==> src/rtl/lcd_pkg.sv <==
// Shared constants and types for the HD44780 text refresher: init command bytes,
// DDRAM row base addresses and the transfer FSM state encoding.
package lcd_pkg;

    // Function set 8-bit/2-line, display on, clear, entry mode increment (step 0 in the low byte).
    localparam logic [31:0] INIT_SEQ  = {8'h06, 8'h01, 8'h0C, 8'h38};
    localparam logic [31:0] ROW_BASE  = {8'h54, 8'h14, 8'h40, 8'h00};
    localparam logic [7:0]  SET_DDRAM = 8'h80;

    typedef enum logic [2:0] {
        S_IDLE,
        S_LOAD,
        S_WAIT,
        S_DLY,
        S_NEXT
    } state_e;

    function automatic logic [7:0] init_cmd(input logic [1:0] step);
        return INIT_SEQ[{step, 3'b000} +: 8];
    endfunction

    function automatic logic [7:0] row_cmd(input logic [1:0] row);
        return SET_DDRAM | ROW_BASE[{row, 3'b000} +: 8];
    endfunction

endpackage

==> src/rtl/lcd_char_buffer.sv <==
// ROWS x COLS character store: range-checked write port with a registered error
// pulse, and an asynchronous read port used by the transfer sequencer.
module lcd_char_buffer #(
    parameter int COLS = 16,
    parameter int ROWS = 2
) (
    input  logic       clk,
    input  logic       rst,
    input  logic       wr_en,
    input  logic [1:0] wr_row,
    input  logic [4:0] wr_col,
    input  logic [7:0] wr_char,
    input  logic [1:0] rd_row,
    input  logic [4:0] rd_col,
    output logic [7:0] rd_char,
    output logic       wr_ok,
    output logic       wr_err
);
    localparam logic [2:0] ROWS_L = 3'(ROWS);
    localparam logic [5:0] COLS_L = 6'(COLS);

    logic [7:0] mem_q [ROWS][COLS];
    logic [7:0] mem_d [ROWS][COLS];
    logic       wr_err_q, wr_err_d;
    logic       in_range;

    assign in_range = ({1'b0, wr_row} < ROWS_L) && ({1'b0, wr_col} < COLS_L);
    assign wr_ok    = wr_en & in_range;
    assign wr_err_d = wr_en & ~in_range;
    assign wr_err   = wr_err_q;

    always_comb begin
        mem_d = mem_q;
        for (int r = 0; r < ROWS; r++) begin
            for (int c = 0; c < COLS; c++) begin
                if (wr_ok && wr_row == 2'(r) && wr_col == 5'(c)) begin
                    mem_d[r][c] = wr_char;
                end
            end
        end
    end

    always_comb begin
        rd_char = 8'h20;
        for (int r = 0; r < ROWS; r++) begin
            for (int c = 0; c < COLS; c++) begin
                if (rd_row == 2'(r) && rd_col == 5'(c)) begin
                    rd_char = mem_q[r][c];
                end
            end
        end
    end

    always_ff @(posedge clk) begin
        if (rst) begin
            for (int r = 0; r < ROWS; r++) begin
                for (int c = 0; c < COLS; c++) begin
                    mem_q[r][c] <= 8'h20;
                end
            end
            wr_err_q <= 1'b0;
        end else begin
            mem_q    <= mem_d;
            wr_err_q <= wr_err_d;
        end
    end

endmodule

==> src/rtl/lcd_text_refresher.sv <==
// HD44780 text engine: runs the init sequence once after reset, then redraws the
// whole character buffer through the lcd_controller start/done handshake.
module lcd_text_refresher
    import lcd_pkg::*;
#(
    parameter int          COLS        = 16,
    parameter int          ROWS        = 2,
    parameter int unsigned DLY_CYCLES  = 262142,
    parameter int unsigned REFRESH_CYC = 100000000
) (
    input  logic       iCLK,
    input  logic       iRST,
    input  logic       iWR_EN,
    input  logic [1:0] iWR_ROW,
    input  logic [4:0] iWR_COL,
    input  logic [7:0] iWR_CHAR,
    output logic       oWR_ERR,
    input  logic       iFORCE,
    output logic [7:0] oCTRL_DATA,
    output logic       oCTRL_RS,
    output logic       oCTRL_START,
    input  logic       iCTRL_DONE,
    output logic       oINIT_DONE,
    output logic       oBUSY
);
    localparam logic [31:0] DLY_LAST   = 32'(DLY_CYCLES - 1);
    localparam logic [31:0] TIMER_LAST = 32'(REFRESH_CYC - 1);
    localparam logic        REFRESH_ON = (REFRESH_CYC != 0);
    localparam logic [1:0]  ROWS_LAST  = 2'(ROWS - 1);
    localparam logic [4:0]  COLS_L     = 5'(COLS);

    state_e      state_q, state_d;
    logic [1:0]  step_q, step_d;
    logic [1:0]  row_q, row_d;
    logic [4:0]  pos_q, pos_d;
    logic [31:0] dly_q, dly_d;
    logic [31:0] timer_q, timer_d;
    logic        init_done_q, init_done_d;
    logic        dirty_q, dirty_d;
    logic        force_pend_q, force_pend_d;
    logic [7:0]  data_q, data_d;
    logic        rs_q, rs_d;
    logic        start_q, start_d;
    logic        busy_q, busy_d;

    logic        timer_hit, go, pass_start, wr_ok;
    logic [7:0]  rd_char;
    logic [4:0]  rd_col;

    // pos 0 of each row is the set-address command, so character column is pos-1.
    assign rd_col = pos_q - 5'd1;

    lcd_char_buffer #(.COLS(COLS), .ROWS(ROWS)) u_buf (
        .clk     (iCLK),
        .rst     (iRST),
        .wr_en   (iWR_EN),
        .wr_row  (iWR_ROW),
        .wr_col  (iWR_COL),
        .wr_char (iWR_CHAR),
        .rd_row  (row_q),
        .rd_col  (rd_col),
        .rd_char (rd_char),
        .wr_ok   (wr_ok),
        .wr_err  (oWR_ERR)
    );

    assign timer_hit  = REFRESH_ON && (timer_q == TIMER_LAST);
    assign go         = dirty_q | force_pend_q | timer_hit;
    // The post-reset init pass also counts as a pass start, so it consumes the reset-time dirty flag.
    assign pass_start = (state_q == S_IDLE && go) ||
                        (state_q == S_LOAD && !init_done_q && step_q == 2'd0);

    always_ff @(posedge iCLK) begin
        if (iRST) begin
            state_q      <= S_LOAD;
            step_q       <= 2'd0;
            row_q        <= 2'd0;
            pos_q        <= 5'd0;
            dly_q        <= 32'd0;
            timer_q      <= 32'd0;
            init_done_q  <= 1'b0;
            dirty_q      <= 1'b1;
            force_pend_q <= 1'b0;
            data_q       <= 8'h00;
            rs_q         <= 1'b0;
            start_q      <= 1'b0;
            busy_q       <= 1'b0;
        end else begin
            state_q      <= state_d;
            step_q       <= step_d;
            row_q        <= row_d;
            pos_q        <= pos_d;
            dly_q        <= dly_d;
            timer_q      <= timer_d;
            init_done_q  <= init_done_d;
            dirty_q      <= dirty_d;
            force_pend_q <= force_pend_d;
            data_q       <= data_d;
            rs_q         <= rs_d;
            start_q      <= start_d;
            busy_q       <= busy_d;
        end
    end

    always_comb begin
        state_d     = state_q;
        step_d      = step_q;
        row_d       = row_q;
        pos_d       = pos_q;
        dly_d       = dly_q;
        init_done_d = init_done_q;
        case (state_q)
            S_IDLE: begin
                if (go) begin
                    state_d = S_LOAD;
                    row_d   = 2'd0;
                    pos_d   = 5'd0;
                end
            end
            S_LOAD: state_d = S_WAIT;
            S_WAIT: begin
                if (iCTRL_DONE) begin
                    state_d = S_DLY;
                    dly_d   = 32'd0;
                end
            end
            S_DLY: begin
                if (dly_q == DLY_LAST) state_d = S_NEXT;
                else                   dly_d   = dly_q + 32'd1;
            end
            S_NEXT: begin
                state_d = S_LOAD;
                if (!init_done_q) begin
                    if (step_q == 2'd3) begin
                        init_done_d = 1'b1;
                        row_d       = 2'd0;
                        pos_d       = 5'd0;
                    end else begin
                        step_d = step_q + 2'd1;
                    end
                end else if (pos_q == COLS_L) begin
                    if (row_q == ROWS_LAST) begin
                        state_d = S_IDLE;
                    end else begin
                        row_d = row_q + 2'd1;
                        pos_d = 5'd0;
                    end
                end else begin
                    pos_d = pos_q + 5'd1;
                end
            end
            default: state_d = S_IDLE;
        endcase

        timer_d      = (!REFRESH_ON || timer_hit) ? 32'd0 : timer_q + 32'd1;
        // Set terms are OR-ed after the clear so a same-cycle request is never lost.
        dirty_d      = (dirty_q & ~pass_start) | wr_ok;
        force_pend_d = ((force_pend_q | timer_hit) & ~pass_start) | iFORCE;
    end

    always_comb begin
        data_d  = data_q;
        rs_d    = rs_q;
        start_d = (state_d == S_WAIT);
        busy_d  = (state_d != S_IDLE);
        if (state_q == S_LOAD) begin
            if (!init_done_q) begin
                data_d = init_cmd(step_q);
                rs_d   = 1'b0;
            end else if (pos_q == 5'd0) begin
                data_d = row_cmd(row_q);
                rs_d   = 1'b0;
            end else begin
                data_d = rd_char;
                rs_d   = 1'b1;
            end
        end
    end

    assign oCTRL_DATA  = data_q;
    assign oCTRL_RS    = rs_q;
    assign oCTRL_START = start_q;
    assign oINIT_DONE  = init_done_q;
    assign oBUSY       = busy_q;

endmodule

==> config.mk <==
export PLATFORM = sky130hd
export DESIGN_NAME = lcd_text_refresher
export DESIGN_NICKNAME = d
export VERILOG_FILES = /design/src/rtl/lcd_pkg.sv /design/src/rtl/lcd_char_buffer.sv /design/src/rtl/lcd_text_refresher.sv
export SDC_FILE = /design/constraint.sdc
export NUM_CORES = 1
export LEC_CHECK = 0
export CAP_MARGIN = 20
export CORE_MARGIN = 5
export CORE_UTILIZATION = 52
export DETAILED_ROUTE_END_ITERATION = 6
export DONT_BUFFER_PORTS = 1
export GPL_ROUTABILITY_DRIVEN = 0
export HOLD_SLACK_MARGIN = 0.06
export PLACE_DENSITY = 0.67
export SYNTH_ARGS = -nofsm -noshare
export SYNTH_HDL_FRONTEND = slang
export SYNTH_SLANG_ARGS = --single-unit
==> constraint.sdc <==
create_clock -name iCLK -period 3.6 [get_ports iCLK]
set_input_delay 0.18 -clock iCLK [delete_from_list [all_inputs] [get_ports iCLK]]
set_output_delay 0.18 -clock iCLK [all_outputs]
set_load 0.005 [all_outputs]
==> results.json <==
{
  "met1_usage": 0.409,
  "fin_crit_ns": 3.49,
  "placedCellCount": 2281,
  "core_um2": 31600,
  "syn_to_final_growth_pct": 17.3,
  "fmaxAchievable_ghz": 0.287,
  "final_cells": 2459,
  "rsz0062_at_grt": "false",
  "slew_headroom": 0.238,
  "maxCapViolCount": 0,
  "multi_input_area_um2": 9150,
  "worstHoldPathType": "input port to flip-flop",
  "wl_per_cell_um": 22.9,
  "synth_warnings": 0,
  "use_met3": 0.0760,
  "grt_first_pass_wirelength_um": 87400,
  "ys_async_sr_fraction": 0,
  "synth_edf_count": 0,
  "grt_max_degree": 199,
  "ys_top_cells_by_area": "dfxtp_1 (42%), mux2i_1 (14%), nor2_1 (9.0%)",
  "yosys.area.top_type_share": 0.416,
  "post-route-period-util": 0.968,
  "hpwlAfterDp_um": 35600,
  "regArea_um2": 6950,
  "ys_ff_latch": 347,
  "crit_required_ns": 4.00,
  "finalWirelength_um": 56300,
  "cp-end-kind": "flip-flop",
  "first_pass_iters": 7,
  "layout_commonest_cell": "nor2_1",
  "viasPerCell": 6.36,
  "final_cell_mix": "nor2_1 (399), dfxtp_1 (347), mux2i_1 (227), nand2_1 (129), dlygate4sd3_1 (99)",
  "setup_violations": 0,
  "grt_overflow": 0,
  "synth_cell_types": 83,
  "power.density_nw_per_um2": 415,
  "arrival_ns": 3.89,
  "worst-setup-path-type": "flip-flop to flip-flop",
  "netlist_instances": 1959,
  "top_usage_layer": "met2",
  "drive_gt1_frac": 0.0725,
  "cts_made_buffers": 39,
  "vias": 15600,
  "tightestPinTransition_ns": 1.14,
  "io_buffers": 0,
  "clk_path_buf_depth": 3,
  "antenna_found_initial": 1,
  "cts_tree": "done",
  "fin_total_pwr_w": 0.00812,
  "clkSinkCount": 347,
  "chipWidth_um": 189,
  "syn_nets": 1993,
  "cts-root-buf": "clkbuf_16",
  "finClkSkew_ns": 0.0109,
  "synth_seq_area_share": 0.416,
  "clkSlewWorstSetupHoldPaths_ns": 0.06,
  "synth_area_um2": 16700,
  "grt_use_total": 0.306,
  "r2r_slack_ns": 0.11,
  "route.detailed.drc": 0,
  "die_area_um2": 35800,
  "yosysTopAreaCell": "dfxtp_1",
  "grt_pass1_vias": 15000,
  "worstPathMaxFanout": 23,
  "setup.worst_path.start_class": "flip-flop",
  "drtIter0Drc": 2065,
  "htreeDepth": 2,
  "start_util": 0.528,
  "status": "finished, final reports clean",
  "hold_viol": 0,
  "die_h_um": 189,
  "ir_worst_vdd_v": 0.000403,
  "ant_nets": 0,
  "nNetsFinal": 2063,
  "clock_latency_ns": 0.54,
  "rows": 65,
  "p_leak_nw": 7.71,
  "slew_viol_final": 0,
  "grt_use_met2": 0.471,
  "syn_area_per_cell_um2": 8.52,
  "timing.setup.tns_ns": 0,
  "fill_cells": 2718,
  "pin_count": 33,
  "synthFlopType": "dfxtp_1",
  "holdWs_ns": 0.113
}
==> logic make-up (layout without fill, tap and decap cells) <==
kind of cell / Yosys count / after routing / synth area share
AO/OA/AOI/OAI: 378 / 378 / 0.161
XOR/XNOR: 54 / 54 / 0.0292
adder cells (fa/ha/maj): 14 / 14 / 0.0105
buffers and inverters: 158 / 255 / 0.0364
flip-flops: 347 / 347 / 0.416
multiplexers: 227 / 227 / 0.136
other: 0 / 1 / 0
AND/OR/NAND/NOR: 781 / 781 / 0.211
==> synthesized netlist by cell type (7+ instances only) <==
cell and instances:
a211o_1 29, a211oi_1 9, a21oi_1 82, a221o_1 7, a221oi_1 18, a22oi_1 15, a311oi_1 7, a31oi_1 11
and2_1 12, and3_1 22, buf_1 11, clkbuf_1 112, dfxtp_1 347, ha_1 14, inv_1 28, mux2i_1 227
nand2_1 130, nand2b_1 8, nand3_1 59, nand3b_1 8, nand4_1 21, nor2_1 400, nor2b_1 24, nor3_1 36
nor4_1 12, o2111ai_1 8, o211ai_1 11, o21a_1 7, o21ai_0 62, o221ai_1 10, o22ai_1 30, or3_1 17
xnor2_1 14, xor2_1 38
==> what timing repair did <==
item	in CTS	in global routing
hold buffers	108	0
hold endpoints to repair	283	0
setup endpoints to repair	0	2
gates resized for setup	0	5
setup buffers	0	1
==> metrics by stage <==
| step | worst slack [ns] | cell area (µm²) | util |
|---|---|---|---|
| floorplan | 0.727 | 16700 | - |
| global placement | 0.335 | 17100 | 0.540 |
| detailed placement | 0.236 | 17100 | 0.540 |
| CTS | 0.223 | 19600 | 0.618 |
| global route | 0.0193 | 19600 | 0.619 |
| finish | 0.114 | 19600 | 0.619 |
==> path summary, 6_finish.rpt <==
path,endpoint,from,cells after the start
setup / recovery,oCTRL_DATA[3],pos_q[0],13
hold / removal,u_buf.mem_q[164],iRST,2
setup reg to reg,oCTRL_DATA[3],pos_q[0],13
hold reg to reg,timer_q[0],timer_q[0],1
==> registers in the layout (all words and copies together), names as in the netlist, 2 cells and up <==
name,flops
dly_q,32
row_q,2
u_buf.mem_q,256
timer_q,32
state_q,3
step_q,2
pos_q,5
oCTRL_DATA,8
==> layout make-up <==
cell class	instances	share of cell area
Multi-Input combinational cell	1454	0.467
Sequential cell	347	0.355
Timing Repair Buffer	159	0.0810
Clock buffer	58	0.0597
Tap cell	402	0.0257
Clock inverter	10	0.00588
Inverter	28	0.00537
Antenna cell	1	0.000128
==> where the power goes <==
part	internal (W)	leakage [nW]	switching, W	total (W)
clock network	0.00239	0.634	0.00159	0.00398
logic	0.0000811	4.28	0.000174	0.000255
registers	0.00386	2.80	0.0000206	0.00388
total	0.00633	7.71	0.00178	0.00812
==> routing by layer <==
layer  vias to the layer above  part of all wire
met5                         -            0.0019
met2                       894              0.43
met1                      7370              0.41
met3                       240              0.11
met4                         2             0.053
li1                       7133                 -
==> worst max-delay path, cell delays in order (launching register included) <==
cell and delay [ns]:
dfxtp_1 0.31, inv_1 0.10, ha_1 0.29, nor3b_4 0.38, xor2_2 0.15, buf_4 0.30, nor2_1 0.07, buf_4 0.24
nand2_1 0.31, nand2_1 0.13, a2111oi_2 0.45, o21ai_0 0.29, a31oi_1 0.26, a21oi_1 0.06
No activity file was read; power rests on OpenSTA's default activity.
